**config.mk**
```make
export PLATFORM = sky130hd
export DESIGN_NAME = pattern_gen_multi
export DESIGN_NICKNAME = d
export VERILOG_FILES = /design/src/rtl/pattern_gen_multi.sv
export SDC_FILE = /design/constraint.sdc
export NUM_CORES = 1
export LEC_CHECK = 0
export CAP_MARGIN = 10
export CORE_MARGIN = 1.5
export CORE_UTILIZATION = 40
export DETAILED_ROUTE_END_ITERATION = 12
export PLACE_DENSITY = 0.66
export SYNTH_ARGS = -nofsm -noshare
export SYNTH_HDL_FRONTEND = slang
export SYNTH_SLANG_ARGS = --single-unit
```
**constraint.sdc**
```tcl
create_clock -name clk -period 2.6 [get_ports clk]
set_input_delay 0.78 -clock clk [delete_from_list [all_inputs] [get_ports clk]]
set_output_delay 0.78 -clock clk [all_outputs]
set_load 0.02 [all_outputs]
```
**src/rtl/pattern_gen_multi.sv**
```systemverilog
// ---------------------------------------------------------------------------
// pattern_gen_multi
//
// Streams one frame of test pixels (linear address plus pixel value) towards
// the frame-buffer write port, one pixel per accepted beat. Supports four
// pattern modes, start/continuous control, ready backpressure gated by the
// clock-enable strobe, and start-of-frame / end-of-line / end-of-frame
// markers.
//
// Ports:
//   clk           system clock
//   i_rst_n       asynchronous active-low reset
//   i_enable      clock-enable strobe; a beat may only be accepted when high
//   i_start       one-cycle pulse, starts a frame when idle
//   i_continuous  1 = roll straight into the next frame after the last pixel
//   i_mode        0 solid, 1 horizontal gradient, 2 vertical gradient,
//                 3 checkerboard (sampled at frame start only)
//   i_ready       downstream can take the current pixel
//   o_valid       o_addr/o_data hold a valid pixel
//   o_addr        linear pixel address y*H_RES+x
//   o_data        pixel value
//   o_sof         current pixel is (0,0)
//   o_eol         current pixel is the last one of its line
//   o_eof         current pixel is the last one of the frame
//   o_busy        a frame is being streamed
//   o_frame_cnt   number of completed frames, wraps at 255
// ---------------------------------------------------------------------------
module pattern_gen_multi #(
    parameter int H_RES        = 320,
    parameter int V_RES        = 240,
    parameter int ADDR_WIDTH   = 17,
    parameter int DATA_WIDTH   = 8,
    parameter int CHECKER_LOG2 = 4,
    parameter logic [DATA_WIDTH-1:0] SOLID_VALUE = DATA_WIDTH'(8'h80)
) (
    input  logic                  clk,
    input  logic                  i_rst_n,
    input  logic                  i_enable,
    input  logic                  i_start,
    input  logic                  i_continuous,
    input  logic [1:0]            i_mode,
    input  logic                  i_ready,
    output logic                  o_valid,
    output logic [ADDR_WIDTH-1:0] o_addr,
    output logic [DATA_WIDTH-1:0] o_data,
    output logic                  o_sof,
    output logic                  o_eol,
    output logic                  o_eof,
    output logic                  o_busy,
    output logic [7:0]            o_frame_cnt
);

    localparam int XW = (H_RES > 1) ? $clog2(H_RES) : 1;
    localparam int YW = (V_RES > 1) ? $clog2(V_RES) : 1;

    localparam logic [XW-1:0] X_LAST = XW'(H_RES - 1);
    localparam logic [YW-1:0] Y_LAST = YW'(V_RES - 1);

    typedef enum logic [1:0] {
        IDLE,
        RUN,
        DONE
    } state_t;

    state_t          state_q, state_d;
    logic [XW-1:0]   x_q, x_d;
    logic [YW-1:0]   y_q, y_d;
    logic [1:0]      mode_q, mode_d;
    logic [ADDR_WIDTH-1:0] addr_d;
    logic [DATA_WIDTH-1:0] data_d;
    logic            valid_d;
    logic [7:0]      cnt_d;

    logic            accept;
    logic            last_x;
    logic            last_y;

    // Pixel value for a given coordinate. The size casts zero-extend or
    // truncate the coordinates so narrow counters still index the
    // checkerboard bit and the gradients wrap every 2**DATA_WIDTH pixels.
    function automatic logic [DATA_WIDTH-1:0] pixel_value(
        input logic [1:0]    mode,
        input logic [XW-1:0] px,
        input logic [YW-1:0] py
    );
        logic [DATA_WIDTH-1:0] value;
        case (mode)
            2'd0:    value = SOLID_VALUE;
            2'd1:    value = DATA_WIDTH'(px);
            2'd2:    value = DATA_WIDTH'(py);
            default: value = (1'(px >> CHECKER_LOG2) ^ 1'(py >> CHECKER_LOG2))
                             ? {DATA_WIDTH{1'b1}} : {DATA_WIDTH{1'b0}};
        endcase
        return value;
    endfunction

    assign accept = o_valid & i_ready & i_enable;
    assign last_x = (x_q == X_LAST);
    assign last_y = (y_q == Y_LAST);

    // Markers decode the registered coordinates so they line up with the
    // pixel currently presented.
    assign o_sof  = o_valid & (x_q == '0) & (y_q == '0);
    assign o_eol  = o_valid & last_x;
    assign o_eof  = o_valid & last_x & last_y;
    assign o_busy = (state_q == RUN);

    // Next-state logic. Everything holds unless a frame is started or a
    // beat is accepted, which gives backpressure for free. The address is a
    // running counter rather than y*H_RES+x.
    always_comb begin
        state_d = state_q;
        x_d     = x_q;
        y_d     = y_q;
        mode_d  = mode_q;
        addr_d  = o_addr;
        data_d  = o_data;
        valid_d = o_valid;
        cnt_d   = o_frame_cnt;

        unique case (state_q)
            IDLE: begin
                if (i_start) begin
                    mode_d  = i_mode;
                    x_d     = '0;
                    y_d     = '0;
                    addr_d  = '0;
                    data_d  = pixel_value(i_mode, '0, '0);
                    valid_d = 1'b1;
                    state_d = RUN;
                end
            end
            RUN: begin
                if (accept) begin
                    if (last_x && last_y) begin
                        cnt_d = o_frame_cnt + 8'd1;
                        if (i_continuous) begin
                            mode_d = i_mode;
                            x_d    = '0;
                            y_d    = '0;
                            addr_d = '0;
                            data_d = pixel_value(i_mode, '0, '0);
                        end else begin
                            valid_d = 1'b0;
                            state_d = DONE;
                        end
                    end else begin
                        addr_d = o_addr + ADDR_WIDTH'(1);
                        if (last_x) begin
                            x_d    = '0;
                            y_d    = y_q + YW'(1);
                            data_d = pixel_value(mode_q, '0, y_q + YW'(1));
                        end else begin
                            x_d    = x_q + XW'(1);
                            data_d = pixel_value(mode_q, x_q + XW'(1), y_q);
                        end
                    end
                end
            end
            DONE: begin
                state_d = IDLE;
            end
            default: begin
                state_d = IDLE;
                valid_d = 1'b0;
            end
        endcase
    end

    always_ff @(posedge clk or negedge i_rst_n) begin
        if (!i_rst_n) begin
            state_q     <= IDLE;
            x_q         <= '0;
            y_q         <= '0;
            mode_q      <= '0;
            o_addr      <= '0;
            o_data      <= '0;
            o_valid     <= 1'b0;
            o_frame_cnt <= '0;
        end else begin
            state_q     <= state_d;
            x_q         <= x_d;
            y_q         <= y_d;
            mode_q      <= mode_d;
            o_addr      <= addr_d;
            o_data      <= data_d;
            o_valid     <= valid_d;
            o_frame_cnt <= cnt_d;
        end
    end

endmodule

```
Word level (Yosys, flattened, before mapping):

Index checks and enable logic that the tools add are counted.

* register bits after elaboration: 55
* bits of input ports: 8
* output and inout port bits: 38
* logic and storage cells: 89

* add/subtract/negate cells: 4
* equal/unequal tests: 13
* multiplexer cells: 43
* bitwise gates (word level): 8
* reduce and logical (&&, ||, !) cells: 13

Operators with widths (count)
* two-way mux 8 bit: 13
* two-way mux 17 bit: 4
* case mux 8 bit (3 select lines): 2
* two-way mux 9 bit: 5
* case mux 17 bit (2 select lines): 1
* case mux 8 bit (2 select lines): 2
* case mux 9 bit (2 select lines): 1
* adder 17 x 1 -> 17 bit, second input constant: 1
* adder 8 x 1 -> 8 bit, second input constant: 2
* two-way mux 2 bit: 8
* AND reduction 5 bit: 3
* adder 9 x 1 -> 9 bit, second input constant: 1
* == test 9 bit, second input constant: 1
* logical NOT 9 bit: 1
* == test 8 bit, second input constant: 1
* logical NOT 8 bit: 1
* case mux 2 bit (2 select lines): 2
* AND reduction 4 bit: 2
* bitwise AND 1 bit: 6
* logical NOT 2 bit: 3
* != test 2 bit, second input constant: 3
* == test 2 x 1 -> 1 bit, second input constant: 2
* == test 2 bit, second input constant: 2
* two-way mux 1 bit: 4
* 9 further kinds: 10

Longest topological paths before layout:

* depth after elaboration: 8
* gate-level depth with buffers: 9
* depth with buffers taken out: 6

Worst setup path before layout:

Ideal clock, no wire load.

* path type: register -> output
* from: register x_q[0]
* to: output o_eol
* data arrival time: 1.775 ns
* required time: 1.820 ns
* path slack: 0.045 ns
* cell stages (with the launch flop): 6
* buffers on the path: 1
* cells stage by stage: dfrtp_1 ha_1 nand3_1 nor3_1 clkbuf_1 and2_1

* cells in the longest elaborated chain, start to end: 2

RTL lines
* start, declared: line 66 `logic [XW-1:0] x_q, x_d;`
* start signal, assigned: line 173 `x_q <= '0;`
* start signal, assigned: line 182 `x_q <= x_d;`
* == test 9 bit: line 98 `assign last_x = (x_q == X_LAST);`
* bitwise AND 1 bit: line 104 `assign o_eol = o_valid & last_x;`
* end, declared: line 47 `output logic o_eol,`

Every way passes these cells.

Final worst setup path:

* from: register x_q[7]
* to: output o_eof

* cells in the longest elaborated chain, start to end: 3

RTL lines
* == test 9 bit: line 98
* bitwise AND 1 bit (2 in a row): line 105 `assign o_eof = o_valid & last_x & last_y;`
* end, declared: line 48 `output logic o_eof,`

Every way passes these cells.

==> results.sh <==
export IMPL_final_hold_viol_count=0
export IMPL_first_global_vias=3118
export IMPL_die_area_um2=9209
export IMPL_vias_per_cell=5.877
export IMPL_cts_root_buffer="sky130_fd_sc_hd__clkbuf_8"
export IMPL_antenna_found_initial=0
export IMPL_cp_arrival_ns=1.75
export IMPL_skew_ns=0.01629
export IMPL_num_fill_cells=776
export IMPL_worst_setup_path_end_kind="primary output"
export IMPL_post_route_util=0.5349
export IMPL_ir_drop_mv=0.2971
export IMPL_crit_path_setup_slack_layout_ns=0.06561
export IMPL_outcome="complete, no violations"
export IMPL_cts_tree="done"
export IMPL_cp_required_ns=1.82
export IMPL_antennaDiodeCount=0
export IMPL_gp_congestion=0.9118
export IMPL_ys_types=60
export IMPL_dp_final_hpwl_um=7155
export IMPL_criticalPathCategory="register to primary output"
export IMPL_path_delay_family="simple AND/OR/NAND/NOR gates"
export IMPL_max_cap_violations=0
export IMPL_place_port_buffers=45
export IMPL_cts_buffer_count=5
export IMPL_synth_edff_count=0
export IMPL_largest_net_degree_at_the_start_of_global_routing=56
export IMPL_synth_area_leaders="sky130_fd_sc_hd__dfrtp_1 40%, sky130_fd_sc_hd__o21ai_0 5.6%, sky130_fd_sc_hd__nand2_1 5.2%"
export IMPL_initial_core_util=0.4166
export IMPL_hold_class="register to register"
export IMPL_worst_path_max_fanout=4
export IMPL_grt_pass1_wl_um=15680
export IMPL_powerDensity_nw_per_um2=500.4
export IMPL_clock_sink_total=55
export IMPL_row_count=33
export IMPL_seq_area_frac_synth=0.3981
export IMPL_routed_via_count=3432
export IMPL_synthesis_area_um2=3457
export IMPL_drcViolationCount=0
export IMPL_synthesis_nets=412
export IMPL_timing_critical_path_from_type="register"
export IMPL_syn_instance_count=398
export IMPL_drtPass1Iterations=5
export IMPL_setup_violation_total_in_the_final_timing_report=0
export IMPL_top_cell_types_by_occurrence_after_synthesis="55 x sky130_fd_sc_hd__dfrtp_1, 48 x sky130_fd_sc_hd__nand2_1, 39 x sky130_fd_sc_hd__o21ai_0"
export IMPL_ys_seq_elements=55
export IMPL_final_cycle_share=0.9748
export IMPL_finalWorstPathRequiredPeriod_ns=2.534
export IMPL_core_area_um2=8299
export IMPL_timing_fmax_mhz=394.6
export IMPL_design_final_nets=492
export IMPL_critical_path_cell_chain="or3b_4 > nor4_4 > and3_1 > buf_4"
export IMPL_path_clk_slew_ns=0.11
export IMPL_synthDominantAreaCellType="sky130_fd_sc_hd__dfrtp_1"
export IMPL_crit_slowest_cell="sky130_fd_sc_hd__or3b_4"
export IMPL_dpl_cell_area_um2=4314
export IMPL_io_pin_count=46
export IMPL_yosys_most_used_dff="sky130_fd_sc_hd__dfrtp_1"
export IMPL_detail_route_wirelength_um=9814
export IMPL_synthToLayoutAreaGrowth_pct=28.41
export IMPL_clk_latency_ns=0.32
export IMPL_detail_route_antenna_nets=0
export IMPL_post_route_cell_area_um2=4439
export IMPL_worst_pin_slew_ns=0.7368
export IMPL_dr_first_iter_drc_count=288
export IMPL_ctsHtreeMaxLevel=2
export IMPL_synth_top_area_share=0.3981
export IMPL_asyncSetResetFlopFracSynth=1.000
export IMPL_max_slew_margin_rel=0.5088
export IMPL_critPathBufInv=1
export IMPL_cts_root_to_sink_buffers=2
export IMPL_remaining_global_route_overflow=0
export IMPL_gr_usage_all_layers=0.2220
export IMPL_die_h_um=95.97
export IMPL_synth_area_per_cell_um2=8.686
export IMPL_post_layout_total_power_uw=2221
export IMPL_rsz0062_at_grt="yes"
export IMPL_critical_path_max_stage_delay_ns=0.43
export IMPL_synth_warning_count=0
export IMPL_tns_ns=0
export IMPL_total_leakage_power_uw=0.001875
export IMPL_yosys_cell_count_top_type="sky130_fd_sc_hd__dfrtp_1"
export IMPL_die_width_um=95.97
export IMPL_slew_viol_final=0
export IMPL_route_detailed_wl_per_inst_um=16.80
export IMPL_place_worst_setup_slack_ns=-0.2346
export IMPL_layout_drive_gt1_share=0.1754
export IMPL_postCtsHoldBufs=0
-- where the power goes --
group / switching [uW] / total (uW) / internal [uW]
clock network: 305 / 499 / 195
logic: 356 / 695 / 338
registers: 84.1 / 1030 / 943
total: 745 / 2220 / 1480
-- cell usage in the layout, fill, tap and decap left out, types with 4 or more instances in the layout --
| master | netlist | routed |
|---|---|---|
| sky130_fd_sc_hd__a31oi_1 | 5 | 5 |
| sky130_fd_sc_hd__nor2_1 | 20 | 20 |
| sky130_fd_sc_hd__nand2_1 | 48 | 48 |
| sky130_fd_sc_hd__xnor2_1 | 5 | 5 |
| sky130_fd_sc_hd__o31ai_1 | 12 | 11 |
| sky130_fd_sc_hd__clkdlybuf4s50_1 | 0 | 41 |
| sky130_fd_sc_hd__and3_1 | 8 | 8 |
| sky130_fd_sc_hd__clkbuf_8 | 0 | 5 |
| sky130_fd_sc_hd__a221oi_1 | 4 | 4 |
| sky130_fd_sc_hd__nor3_1 | 14 | 13 |
| sky130_fd_sc_hd__nor4_1 | 5 | 4 |
| sky130_fd_sc_hd__a21oi_1 | 15 | 15 |
| sky130_fd_sc_hd__nand4_1 | 11 | 11 |
| sky130_fd_sc_hd__o211ai_1 | 8 | 8 |
| sky130_fd_sc_hd__or4_1 | 6 | 6 |
| sky130_fd_sc_hd__nand3_1 | 23 | 22 |
| sky130_fd_sc_hd__xor2_1 | 9 | 9 |
| sky130_fd_sc_hd__o21ai_2 | 4 | 4 |
| sky130_fd_sc_hd__a211oi_1 | 4 | 4 |
| sky130_fd_sc_hd__o22ai_1 | 4 | 4 |
| sky130_fd_sc_hd__dfrtp_1 | 55 | 55 |
| sky130_fd_sc_hd__o21ai_0 | 39 | 39 |
| sky130_fd_sc_hd__inv_1 | 10 | 10 |
| sky130_fd_sc_hd__buf_4 | 4 | 55 |
| sky130_fd_sc_hd__ha_1 | 6 | 6 |
| sky130_fd_sc_hd__or3_1 | 11 | 11 |
| sky130_fd_sc_hd__a32o_1 | 4 | 4 |
-- worst paths after layout --
path                       slack [ns]  depth (start not counted)        endpoint           start
hold / removal                   0.47                          1  o_frame_cnt[7]  o_frame_cnt[7]
setup / recovery                 0.07                          4           o_eof          x_q[7]
setup reg to reg                 0.16                          7  o_frame_cnt[3]          x_q[7]
max in group asynchronous        1.52                          2          x_q[3]         i_rst_n
min in group asynchronous        0.59                          2       o_data[6]         i_rst_n
hold reg to reg                  0.47                          1  o_frame_cnt[7]  o_frame_cnt[7]
-- metal layers --
metal	part of all wire	vias to the layer above	wire, um	track usage
met5	0	-	0	0
met4	0.014	0	142	0.06495
met3	0.051	15	505	0.03002
met2	0.46	106	4498	0.3404
met1	0.48	1673	4667	0.3235
li1	-	1638	-	-
-- final cells by class --
cell class / count / area [um2] / share of cell area
clock buffer: 6 / 72.57 / 0.01635
tap: 105 / 131.4 / 0.02959
sequential: 55 / 1376 / 0.3100
inverter: 10 / 37.54 / 0.008455
multi-input combinational: 306 / 1934 / 0.4357
timing repair buffer: 100 / 870.8 / 0.1962
clock inverter: 2 / 16.27 / 0.003664
-- stage by stage --
step,std cells,hold slack [ns]
CTS,584,0.4763
global route,584,0.4862
detailed placement,576,0.4608
floorplan,398,0.4603
global placement,576,0.4551
finish,584,0.4680
-- cell families after synthesis --
logic type,synth area share
and+or+nand+nor,0.2450
AOI/OAI and AO/OA,0.2251
DFF,0.3981
buffers and inverters,0.05284
xor gates and xnor gates,0.04198
adders and majority gates,0.02171
muxes,0.01520
-- flip-flops by register name (all words and copies together), names as in the netlist --
name	cells
o_addr	17
o_frame_cnt	8
o_data	8
mode_q	2
state_q	2
o_valid	1
x_q	9
y_q	8
-- repair_timing --
item	CTS	global route
resized for setup	13	7
pin swaps	1	3
buffers inserted	0	0
setup endpoints to repair	5	10
Power figures use the tool's default switching activity.
==> edit (config.mk and constraints unchanged) <==
Reset style: synchronous (`i_rst_n`), changed in one clocked block. Comments in the files are not updated.
--- a/src/rtl/pattern_gen_multi.sv
+++ b/src/rtl/pattern_gen_multi.sv
@@ -167,7 +167,7 @@
         endcase
     end
 
-    always_ff @(posedge clk or negedge i_rst_n) begin
+    always_ff @(posedge clk) begin
         if (!i_rst_n) begin
             state_q     <= IDLE;
             x_q         <= '0;
Formal check against the unedited RTL: differs if i_rst_n is asserted again (counterexample within 4 cycles, from zero or initial values and one cycle with i_rst_n low); with i_rst_n held inactive, the same outputs for 4 cycles.
==> edit against the original RTL <==
  * Critical endpoint unchanged
  * Setup slack improved by 0.075 ns
  * Sequential cell count did not move
  * Synthesized area fell by 10%
  * Routed wire length fell by 20%
  * Via count fell by 18%
  * Design area fell by 11%
  * Register-to-register slack improved by 0.17 ns
Power is not compared: it rests on default switching activity, and its combinational part moved more than twofold at a synthesized area within 25%.
==> edit: results <==
outcome:
  outcome: "completed"
logic_synthesis:
  async_flop_share: 0
  synth_common_cells: "55 x dfxtp_1, 44 x nor2_1, 31 x nand2_1"
  synth_cells: 356
  synth_area_leaders: "dfxtp_1 36%, xor2_1 5.9%, xnor2_1 5.4%"
  syn_nets: 370
  yosysUniqueCellTypes: 63
finish:
  fillers: 706
  layout.nonclk_buf_frac: 0.187
  nNonClkBuffers: 85
  seq_cells: 55
  clockBufferCount: 5
  fin_area_um2: 3950
  drive_gt1_frac: 0.176
  multi_input_area_share: 0.470
  multi_input_gates: 274
  seq_share: 0.279
worst_setup_path:
  r2r_cells: 8
  critPathSlowestCell: "or3_1"
  r2r-start: "x_q[0]"
  rr_endpoint: "o_addr[4]"
  r2r_slack_ns: 0.33
  crit_fanout: 2
placed_design:
  hpwl_um: 5800
  postPlaceCellArea_um2: 3850
  dp_cells: 523
  routabilityCongestion: 0.932
  place_ws_ns: -0.00706
route:
  firstDrtPassIters: 4
  routed_wl_um: 7860
  wl_per_cell_um: 14.8
grt:
  grt_first_pass_wirelength_um: 13600
  track_usage: 0.198
  grt_start_max_net_pins: 19
  grt_pass1_vias: 2743
die:
  rows: 31
sta:
  relSlewSlack: 0.629
  whs_ns: 0.481
min_path:
  hp-start: "o_data[1]"
clock_tree:
  clk_pin_slew_worst_paths_ns: 0.10
edit: changes by cell type after synthesis, sizes merged, moves of 12 or more:
cell   change
xnor2     +14
dfrtp     -55
xor2      +12
nand2     -17
nor2      +25
dfxtp     +55
o21ai     -24
edit: worst max-delay path: cells and delay by family (launching register included):
family / cells / cell delay, ns
AND/OR/NAND/NOR: 4 / 0.85
flip-flops: 1 / 0.35
buffers and inverters: 1 / 0.16
edit: cells by family after synthesis:
logic type,after synthesis,synth area share
muxes,3,0.00970
adders and majority gates,6,0.0242
buffers and inverters,27,0.0505
AOI/OAI and AO/OA,68,0.169
xor gates and xnor gates,40,0.113
and+or+nand+nor,157,0.278
DFF,55,0.356
edit: where the power goes:
part / leakage (nW) / internal, W / switching [W]
registers: 0.445 / 0.000851 / 0.0000135
logic: 0.942 / 0.0000678 / 0.0000894
clock network: 0.0489 / 0.000196 / 0.000305
edit: layer usage:
metal | vias to the layer above | global-route usage | part of all wire
met2 | 65 | 0.314 | 0.46
met3 | 13 | 0.0302 | 0.034
met1 | 1340 | 0.277 | 0.49
met4 | 0 | 0.0560 | 0.015
li1 | 1403 | - | -
met5 | - | 0 | 0
edit: how the worst max path moves through the flow:
stage | startpoint | end | slack (ns) | cells after the start
after CTS | x_q[0] | o_eol | 0.002 | 5
final | x_q[4] | o_eof | 0.14 | 5
after detailed placement | i_enable | o_frame_cnt[4] | -0.007 | 8
after global routing | y_q[5] | o_sof | 0.07 | 5
after floorplan | y_q[0] | o_eof | 0.35 | 6
after global placement | i_enable | o_frame_cnt[4] | -0.005 | 8
edit: repair_timing:
| action | in CTS | in global routing |
|---|---|---|
| hold buffers | 0 | 0 |
| gates resized for setup | 6 | 5 |
| setup endpoints to repair | 3 | 2 |
